File: src/rtl/rr_drain_arbiter.sv
// Round-robin drain stage: pops non-empty FIFOs of a bank in rotating order and
// queues each popped word with its source index in a 2-entry output skid buffer.
module rr_drain_arbiter #(
    parameter int NUM_FIFOS = 4,
    parameter int WIDTH     = 8,
    parameter int TAGWIDTH  = $clog2(NUM_FIFOS)
) (
    input  logic                 clk,
    input  logic                 rst,
    input  logic [NUM_FIFOS-1:0] empty,
    input  logic [WIDTH-1:0]     data_in,
    output logic                 req,
    output logic [TAGWIDTH-1:0]  gnt_sel,
    output logic                 out_valid,
    output logic [WIDTH-1:0]     out_data,
    output logic [TAGWIDTH-1:0]  out_tag,
    input  logic                 out_ready
);

    logic [TAGWIDTH-1:0] ptr;
    logic [TAGWIDTH-1:0] cand;
    logic                found;
    logic                any;
    logic [1:0]          cnt;
    logic                wr_idx;
    logic                rd_idx;
    logic                push;
    logic                pop;
    int                  scan_idx;

    logic [WIDTH-1:0]    buf_data [2];
    logic [TAGWIDTH-1:0] buf_tag  [2];

    assign any = |(~empty);

    // Scan starts just past the last grant and visits ptr itself last.
    always_comb begin
        cand     = ptr;
        found    = 1'b0;
        scan_idx = 0;
        for (int off = 1; off <= NUM_FIFOS; off++) begin
            scan_idx = (int'(ptr) + off) % NUM_FIFOS;
            if (!found && !empty[TAGWIDTH'(scan_idx)]) begin
                cand  = TAGWIDTH'(scan_idx);
                found = 1'b1;
            end
        end
    end

    assign gnt_sel   = (any && rst) ? cand : ptr;
    assign req       = any && (cnt != 2'd2) && rst;
    assign push      = req;
    assign out_valid = (cnt != 2'd0);
    assign pop       = out_valid && out_ready;
    assign out_data  = out_valid ? buf_data[rd_idx] : '0;
    assign out_tag   = out_valid ? buf_tag[rd_idx]  : '0;

    always_ff @(posedge clk or negedge rst) begin
        if (!rst) begin
            ptr    <= TAGWIDTH'(NUM_FIFOS - 1);
            cnt    <= 2'd0;
            wr_idx <= 1'b0;
            rd_idx <= 1'b0;
        end else begin
            if (push) begin
                ptr    <= gnt_sel;
                wr_idx <= ~wr_idx;
            end
            if (pop) begin
                rd_idx <= ~rd_idx;
            end
            cnt <= cnt + 2'(push) - 2'(pop);
        end
    end

    always_ff @(posedge clk or negedge rst) begin
        if (!rst) begin
            for (int i = 0; i < 2; i++) begin
                buf_data[i] <= '0;
                buf_tag[i]  <= '0;
            end
        end else if (push) begin
            buf_data[wr_idx] <= data_in;
            buf_tag[wr_idx]  <= gnt_sel;
        end
    end

`ifdef FORMAL
    a_req_nonempty: assert property (@(posedge clk) disable iff (!rst)
        req |-> !empty[gnt_sel]);
    a_cnt_bound: assert property (@(posedge clk) disable iff (!rst)
        cnt <= 2'd2);
    a_head_stable: assert property (@(posedge clk) disable iff (!rst)
        (out_valid && !out_ready) |=> $stable(out_data));
    a_push_tag: assert property (@(posedge clk) disable iff (!rst)
        push |=> (buf_tag[$past(wr_idx)] == $past(gnt_sel)));
`endif

endmodule

File: config.mk
export PLATFORM = sky130hd
export DESIGN_NAME = rr_drain_arbiter
export DESIGN_NICKNAME = d
export VERILOG_FILES = /design/src/rtl/rr_drain_arbiter.sv
export SDC_FILE = /design/constraint.sdc
export NUM_CORES = 1
export LEC_CHECK = 0
export BUFFER_PORTS_ARGS = -buffer_cell sky130_fd_sc_hd__buf_2
export CORE_ASPECT_RATIO = 1.5
export CORE_MARGIN = 2
export CORE_UTILIZATION = 45
export DETAILED_ROUTE_END_ITERATION = 6
export PLACE_DENSITY = 0.69
export SLEW_MARGIN = 10
export SYNTH_ARGS = -nofsm -noshare
export SYNTH_HDL_FRONTEND = slang
export SYNTH_SLANG_ARGS = --single-unit
export TNS_END_PERCENT = 20
File: constraint.sdc
create_clock -name clk -period 2 [get_ports clk]
set_clock_uncertainty 0.1 [all_clocks]
set_input_delay 0.1 -clock clk [delete_from_list [all_inputs] [get_ports clk]]
set_output_delay 0.1 -clock clk [all_outputs]
set_load 0.01 [all_outputs]
==> results.cfg, run 1 <==
[outcome]
outcome = finished clean

[worst_setup_path]
cp-end-kind = output port
cp_top_family = flip-flops
cp_data_arrival_time_ns = 1.74
worstPathRequired_ns = 1.80
crit_fanout = 5
worstPathCellList = and3b_1, o21ai_2, nand4_2, o21ai_2, o21ai_1, buf_2
slowest_stage = dfstp_2
crit_path_start_kind = flip-flop
crit_type = flip-flop to output port
cp_slowest_stage_delay_ns = 0.58
path_buf_inv = 1
cp_common_cell = o21ai_2

[grt]
grt.overflow.total = 0
grt_antenna_before_repair = 0
grt_usage = 0.187
first_global_vias = 1132
grt_start_max_net_pins = 16
grt_pass1_wl_um = 4890

[timing]
setup_slack_ns = 0.0638
rsz0062_at_grt = false
fmax_mhz = 516
setup-violations-final = 0
worst_pin_slew_ns = 0.614
slew_headroom = 0.591
slew_violations = 0
period_share = 0.968
min_period_ns = 1.94
finalHoldViolCount = 0
fin_tns_setup_ns = 0

[clocking]
clock-root-buffer = clkbuf_8
cts_buffers = 3
path_clk_slew_ns = 0.08
cts_tree = yes
clock_sinks = 26
clk_path_buf_depth = 2
htreeDepth = 1
clk_latency_ns = 0.27

[power]
leakage_nw = 0.888
cellPowerDensity_nw_per_um2 = 1500
worst_ir_drop_vdd_mv = 0.826
power_mw = 2.64

[die]
dieArea_um2 = 3470
die_h_um = 71.1
initial_core_util = 0.469
die_w_um = 48.7
core_um2 = 2880
rows = 24
num_io_pins = 29

[job]
maxCapViolations = 0

[placement]
dp_slack_ns = 0.231
dp_hpwl_um = 2210
post_dp_cell_area_um2 = 1570
io_buffers = 28
gp_congestion = 0.829
dp.cells = 207

[final_layout]
design_area_um2 = 1760
antenna_cells = 0
drive_gt1_frac = 0.297
finalNetCount = 204
syn_to_final_growth_pct = 30.4
final_cell_count_no_fill = 224
n_fill_cell = 270

[synthesis]
synth-main-ff-cell = dfrtp_1
netlist_top_cells_count = 28 x nand2_1, 24 x dfrtp_1, 18 x nor2_1, 10 x mux2i_1, 8 x inv_1
synth-async-reset-ratio = 1.00
synth_edf_count = 0
yosysSeqAreaShare = 0.483
synth.most_common_cell = nand2_1
syn_area_um2 = 1350
netlist.area_leader.share = 0.444
syn_area_per_cell_um2 = 9.79
yosys.area.top_type = dfrtp_1
yosysWarningCount = 0
syn_inst = 138
synth_seq_cells = 26
yosys.cell_types.count = 30
synthTopCellsByArea = dfrtp_1 44%, nand2_1 7.8%, mux2i_1 7.4%
synthesis.nets = 155

[detailed_routing]
wire_per_inst_um = 13.4
routed_wl_um = 3000
drc = 0
detail-route-antenna-nets = 0
dr_total_vias = 1143
dr.pass1.iters = 4
viasPerCell = 5.10
drt_iter0_drc = 14

[min_path]
hp-class = input port to flip-flop
area by class of cell:
type / instances / area, um2 / share of cell area
clock buffers: 3 / 41.3 / 0.0234
flip-flops and latches: 26 / 653 / 0.371
multi-input cells: 100 / 678 / 0.385
repair buffers: 48 / 310 / 0.176
well taps: 39 / 48.8 / 0.0277
inverters: 8 / 30.0 / 0.0170
per-layer routing:
layer,vias to the layer above,part of all wire,global-route usage
met4,0,0.041,0.137
met5,-,0,0
met2,34,0.51,0.327
met1,542,0.41,0.204
met3,10,0.032,0.0253
li1,557,-,-
tightest hold or removal path, stage by stage:
cell and delay [ns]:
buf_2 0.07, nor2b_1 0.19, xor2_1 0.09
through the flow:
step,hold WS [ns],utilization
floorplan,-0.296,-
CTS,0.123,0.599
global route,0.147,0.611
detailed placement,-0.0238,0.544
finish,0.121,0.611
global placement,-0.0207,0.544
cells by family (layout without fill, tap and decap cells):
group,Yosys count,in the layout,synth area share
and+or+nand+nor,59,59,0.204
DFF,26,26,0.483
xor gates and xnor gates,4,4,0.0259
buffers and inverters,12,59,0.0352
adders and majority gates,2,2,0.0185
AOI/OAI and AO/OA,16,16,0.0843
muxes,19,19,0.149
report_power, final:
part / leakage (nW) / switching [mW] / total, mW / internal (mW)
logic: 0.560 / 0.690 / 1.34 / 0.652
clock network: 0.0216 / 0.150 / 0.285 / 0.135
registers: 0.307 / 0.208 / 1.02 / 0.807
total: 0.888 / 1.05 / 2.64 / 1.59
repair_timing:
item,CTS,global route
pin swaps,3,3
setup buffers,2,3
setup endpoints to repair,2,2
resized for setup,2,4
hold endpoints to repair,42,0
hold buffers,9,0
sequential cells by signal, indices dropped and copies added (netlist names):
register  flops
rd_idx        1
wr_idx        1
ptr           2
buf_data     16
cnt           2
buf_tag       4
cells in the final DEF (no fill, tap or decap), drive strengths merged:
cell	n
xnor2	3
and3b	3
a221oi	1
inv	8
nand2	28
ha	2
dfstp	2
dfrtp	24
xor2	1
nand2b	2
o21ai	7
clkbuf	4
nand4	2
nor2	18
nor3b	2
buf	38
dlygate4sd3	9
a32o	1
mux2i	10
a31oi	5
nand3	2
mux2	9
o21bai	1
or3	1
o2111ai	1
nor2b	1
final timing paths:
kind                             start           end  slack (ns)  cells after the start
max                             ptr[1]    gnt_sel[0]        0.06                      6
min                          out_ready        rd_idx        0.12                      3
max reg2reg                     ptr[0]        ptr[1]        0.24                      5
min reg2reg                buf_data[6]   buf_data[6]        0.38                      2
max in group asynchronous          rst        ptr[1]        1.34                      3
min in group asynchronous          rst  buf_data[11]        0.22                      3
Note: power is estimated with default switching activity, not from simulation.
==> run 2: changes to the inputs <==
--- a/config.mk
+++ b/config.mk
@@ -10,7 +10,7 @@
 export CORE_MARGIN = 2
 export CORE_UTILIZATION = 45
 export DETAILED_ROUTE_END_ITERATION = 6
-export PLACE_DENSITY = 0.69
+export PLACE_DENSITY = 0.7
 export SLEW_MARGIN = 10
 export SYNTH_ARGS = -nofsm -noshare
 export SYNTH_HDL_FRONTEND = slang
==> run 2 against run 1 <==
  * Sequential cell count did not move
  * Register-to-register slack improved by 0.06 ns
  * Non-clock buffer count fell by 2
  * Global-route usage fell by 0.42 points
  * Utilization rose by 0.69 points
  * Critical endpoint is now gnt_sel[1]
==> results.cfg, run 2 (synthesis results as in run 1) <==
[outcome]
outcome = finished clean

[detailed_routing]
dr.pass1.iters = 4
wire_per_inst_um = 13.5
routed.top_layer = met4
drc = 0
routed_wl_um = 3010
drt_iter0_drc = 37
wl_met1_um = 1250
routed-wl-met2_um = 1600
viasPerCell = 5.20
dr_total_vias = 1160
wl_met3_um = 104
detail-route-antenna-nets = 0

[final_layout]
design_area_um2 = 1780
largest_reg_flops = 16
largestRegisters = buf_data (16), buf_tag (4)
largest_register = buf_data
syn_to_final_growth_pct = 31.9
layout_common_cells = 28 x nand2_1, 28 x buf_2, 24 x dfrtp_1
finalNetCount = 202
drive_gt1_frac = 0.288
antenna_cells = 0

[grt]
grt_pass1_wl_um = 4910
grt.overflow.total = 0
grt_antenna_before_repair = 0
first_global_vias = 1120
grt_start_max_net_pins = 18
grt_usage = 0.183

[worst_setup_path]
crit_fanout = 6
cp-end-kind = output port
crit_path_start_kind = flip-flop
cp_data_arrival_time_ns = 1.79
worstPathCellList = inv_1, or3_4, a31oi_4, nand2b_4, nand2_1, buf_2
crit_type = flip-flop to output port
reg2regPathDepth = 5
cp_top_family = flip-flops
slowest_stage = dfstp_2
cp_slowest_stage_delay_ns = 0.58
path_buf_inv = 2
critical_path_depth = 6
worstPathRequired_ns = 1.80

[timing]
worst_pin_slew_ns = 0.582
finalHoldViolCount = 0
setup-violations-final = 0
period_share = 0.995
slew_violations = 0
fmax_mhz = 502
whs_ns = 0.128
slew_headroom = 0.612
rsz0062_at_grt = true
min_period_ns = 1.99

[clocking]
htreeDepth = 1
clk_latency_ns = 0.27
clk_path_buf_depth = 2
cts_buffers = 3
clock_sinks = 26
cts_tree = yes
path_clk_slew_ns = 0.09
clock-root-buffer = clkbuf_8

[die]
die_h_um = 71.1
initial_core_util = 0.469
core_um2 = 2880
num_io_pins = 29
dieArea_um2 = 3470
rows = 24
die_w_um = 48.7

[placement]
io_buffers = 28
dp_hpwl_um = 2060
gp_congestion = 0.827
post_dp_cell_area_um2 = 1560

[job]
maxCapViolations = 0

[power]
worst_ir_drop_vdd_mv = 0.887
power_mw = 2.74
cellPowerDensity_nw_per_um2 = 1540
leakage_nw = 0.895

[min_path]
whs_path_depth = 3
hp-class = input port to flip-flop
## run 2: cell count changes in the layout (fill, tap and decap cells not counted)
cell / before / now
buf_4: 10 / 8
a221oi_1: 0 / 1
a221oi_2: 1 / 0
buf_6: 0 / 1
bufinv_16: 0 / 1
clkbuf_2: 1 / 0
inv_1: 7 / 8
inv_2: 1 / 0
nor3b_1: 2 / 1
nor3b_2: 0 / 1
## run 2: layout make-up
type / instances / area (um2)
clock buffer: 3 / 41.3
timing repair buffer: 46 / 302
tap: 39 / 48.8
multi-input combinational: 100 / 677
fill: 263 / 1100
sequential: 26 / 653
inverter: 8 / 30.0
clock inverter: 1 / 30.0
## run 2: path summary, 6_finish.rpt
path | startpoint | to | slack [ns]
setup reg to reg | ptr[0] | ptr[1] | 0.30
max in group asynchronous | rst | ptr[1] | 1.34
hold / removal | out_ready | rd_idx | 0.13
hold reg to reg | buf_data[4] | buf_data[4] | 0.39
min in group asynchronous | rst | buf_tag[1] | 0.23
setup / recovery | ptr[1] | gnt_sel[1] | 0.01
## run 2: per-stage QoR
stage                      util  TNS [ns]  setup WS [ns]  cells
after floorplan               -         0          0.434    138
after global placement    0.541         0          0.294    206
after detailed placement  0.541         0          0.234    206
after CTS                 0.601  -0.00789       -0.00789    220
after global routing      0.618    -0.142        -0.0765    223
final                     0.618         0        0.00990    223
## run 2: routing by layer
layer | up-vias | track usage
met3 | 5 | 0.0148
met5 | - | 0
met2 | 39 | 0.330
li1 | 558 | -
met1 | 558 | 0.219
met4 | 0 | 0.0825
## run 2: worst register-to-register path: stages (launching register included)
cell       delay (ns)
dfstp_2          0.61
and3b_1          0.20
o2111ai_2        0.15
buf_4            0.17
nand3_1          0.08
mux2_1           0.32
## run 2: timing repair
action,in CTS,in global routing
hold buffers,9,0
setup endpoints to repair,2,2
buffers inserted,1,3
pin swaps,1,4
resized for setup,1,5
hold endpoints to repair,42,0
## run 2: power by group
part,switching (mW),internal [mW]
Sequential,0.207,0.807
Clock,0.164,0.268
Combinational,0.675,0.621
==> run 3: changes to the inputs <==
--- a/config.mk
+++ b/config.mk
@@ -11,6 +11,7 @@
 export CORE_UTILIZATION = 45
 export DETAILED_ROUTE_END_ITERATION = 6
 export PLACE_DENSITY = 0.7
+export REMOVE_ABC_BUFFERS = 1
 export SLEW_MARGIN = 10
 export SYNTH_ARGS = -nofsm -noshare
 export SYNTH_HDL_FRONTEND = slang
==> run 3 against run 2 <==
  * Cell area increased by 0.14%
  * Utilization grew 0.087 points
  * Routed wire length rose by 2.2%
  * Combinational power rose by 8%
  * Hold slack worse by 0.018 ns
  * Die area did not move
  * Final cell count grew 1.3%
  * Critical path type unchanged
  * Largest cell class unchanged
  * Highest routed layer unchanged
==> results.cfg, run 3 (synthesis results as in run 1) <==
[worst_setup_path]
crit_fanout = 6
crit_path_start_kind = flip-flop
cp-end-kind = output port
crit_type = flip-flop to output port
reg2regPathDepth = 5
cp_data_arrival_time_ns = 1.72
worstPathRequired_ns = 1.80

[timing]
fmax_mhz = 520
period_share = 0.961
rsz0062_at_grt = true
min_period_ns = 1.92
fin_tns_setup_ns = 0
setup-violations-final = 0
slew_violations = 0
setup_slack_ns = 0.0782
finalHoldViolCount = 0
worst_pin_slew_ns = 0.342
slew_headroom = 0.772
whs_ns = 0.110

[detailed_routing]
dr_total_vias = 1142
detail-route-antenna-nets = 0
routed-wl-met2_um = 1660
wl_met3_um = 95
routed_wl_um = 3080
dr.pass1.iters = 4
wl_met1_um = 1260
routed.top_layer = met4
drc = 0
wire_per_inst_um = 13.6
drt_iter0_drc = 19
viasPerCell = 5.05

[final_layout]
syn_to_final_growth_pct = 32.0
largestRegisters = buf_data (16), buf_tag (4)
largest_reg_flops = 16
drive_gt1_frac = 0.310
layout_commonest_cell = buf_2
finalNetCount = 205
largest_register = buf_data
layout_common_cells = 28 x buf_2, 27 x nand2_1, 24 x dfrtp_1
antenna_cells = 0
design_area_um2 = 1780

[die]
initial_core_util = 0.469
die_h_um = 71.1
core_um2 = 2880
die_w_um = 48.7
dieArea_um2 = 3470
num_io_pins = 29
rows = 24

[placement]
dp_hpwl_um = 2170
gp_congestion = 0.737
dp_slack_ns = 0.199
io_buffers = 28
post_dp_cell_area_um2 = 1570

[job]
maxCapViolations = 0

[clocking]
clock-root-buffer = clkbuf_8
cts_buffers = 3
clk_path_buf_depth = 2
clk_latency_ns = 0.26
clock_sinks = 26
cts_tree = yes
path_clk_slew_ns = 0.08
htreeDepth = 1

[grt]
grt_antenna_before_repair = 0
grt.overflow.total = 0
grt_usage = 0.196
grt_start_max_net_pins = 28
first_global_vias = 1179
grt_pass1_wl_um = 5360

[power]
leakage_nw = 0.900
cellPowerDensity_nw_per_um2 = 1530
power_mw = 2.72
worst_ir_drop_vdd_mv = 0.755

[min_path]
whs_path_depth = 3
hp-class = input port to flip-flop

[outcome]
outcome = finished clean
==> run 3: cell types whose count changed in the layout (fill, tap and decap cells not counted) <==
cell       previous run  this run
buf_6                 1         0
clkbuf_2              0         1
bufinv_16             1         0
inv_1                 8         7
inv_2                 0         1
clkbuf_8              3         4
buf_4                 8        11
nand2_2               0         1
nand2_1              28        27
==> run 3: power breakdown <==
group / internal (mW) / switching [mW] / leakage, nW / total, mW
registers: 0.808 / 0.171 / 0.307 / 0.979
clock network: 0.176 / 0.157 / 0.0288 / 0.333
logic: 0.666 / 0.744 / 0.564 / 1.41
total: 1.65 / 1.07 / 0.900 / 2.72
==> run 3: per-layer routing <==
layer | up-vias | track usage
met5 | - | 0
met4 | 0 | 0.0667
li1 | 564 | -
met3 | 4 | 0.0190
met1 | 547 | 0.224
met2 | 27 | 0.374
==> run 3: metrics by stage <==
step           instances   util
2_1_floorplan        134      -
3_3_place_gp         207  0.544
3_5_place_dp         207  0.544
4_1_cts              222  0.604
5_1_grt              226  0.619
6_report             226  0.619
==> run 3: critical path: stages, from the launching register on <==
cell	delay [ns]
dfstp_2	0.59
nor3b_2	0.06
o2111ai_2	0.21
nand4_2	0.18
o21ai_2	0.19
o21ai_1	0.07
buf_2	0.14
==> run 3: layout make-up <==
type / instances / area [um2]
clock buffer: 4 / 55.1
timing repair buffer: 49 / 318
tap: 39 / 48.8
multi-input combinational: 100 / 679
fill: 266 / 1100
sequential: 26 / 653
inverter: 8 / 30.0
==> run 3: path summary, 6_finish.rpt <==
check	end	slack [ns]	startpoint
max reg2reg	ptr[1]	0.31	ptr[0]
min reg2reg	buf_data[3]	0.39	buf_data[3]
min	rd_idx	0.11	out_ready
max in group asynchronous	ptr[1]	1.20	rst
max	gnt_sel[0]	0.08	ptr[0]
min in group asynchronous	rd_idx	0.29	rst
==> run 3: what timing repair did <==
action / in CTS / in global routing
pin swaps: 1 / 4
setup buffers: 2 / 4
gates resized for setup: 2 / 5
cloned: 0 / 0
hold buffers: 9 / 0
setup endpoints to repair: 2 / 2
endpoints found under the hold margin: 40 / 0
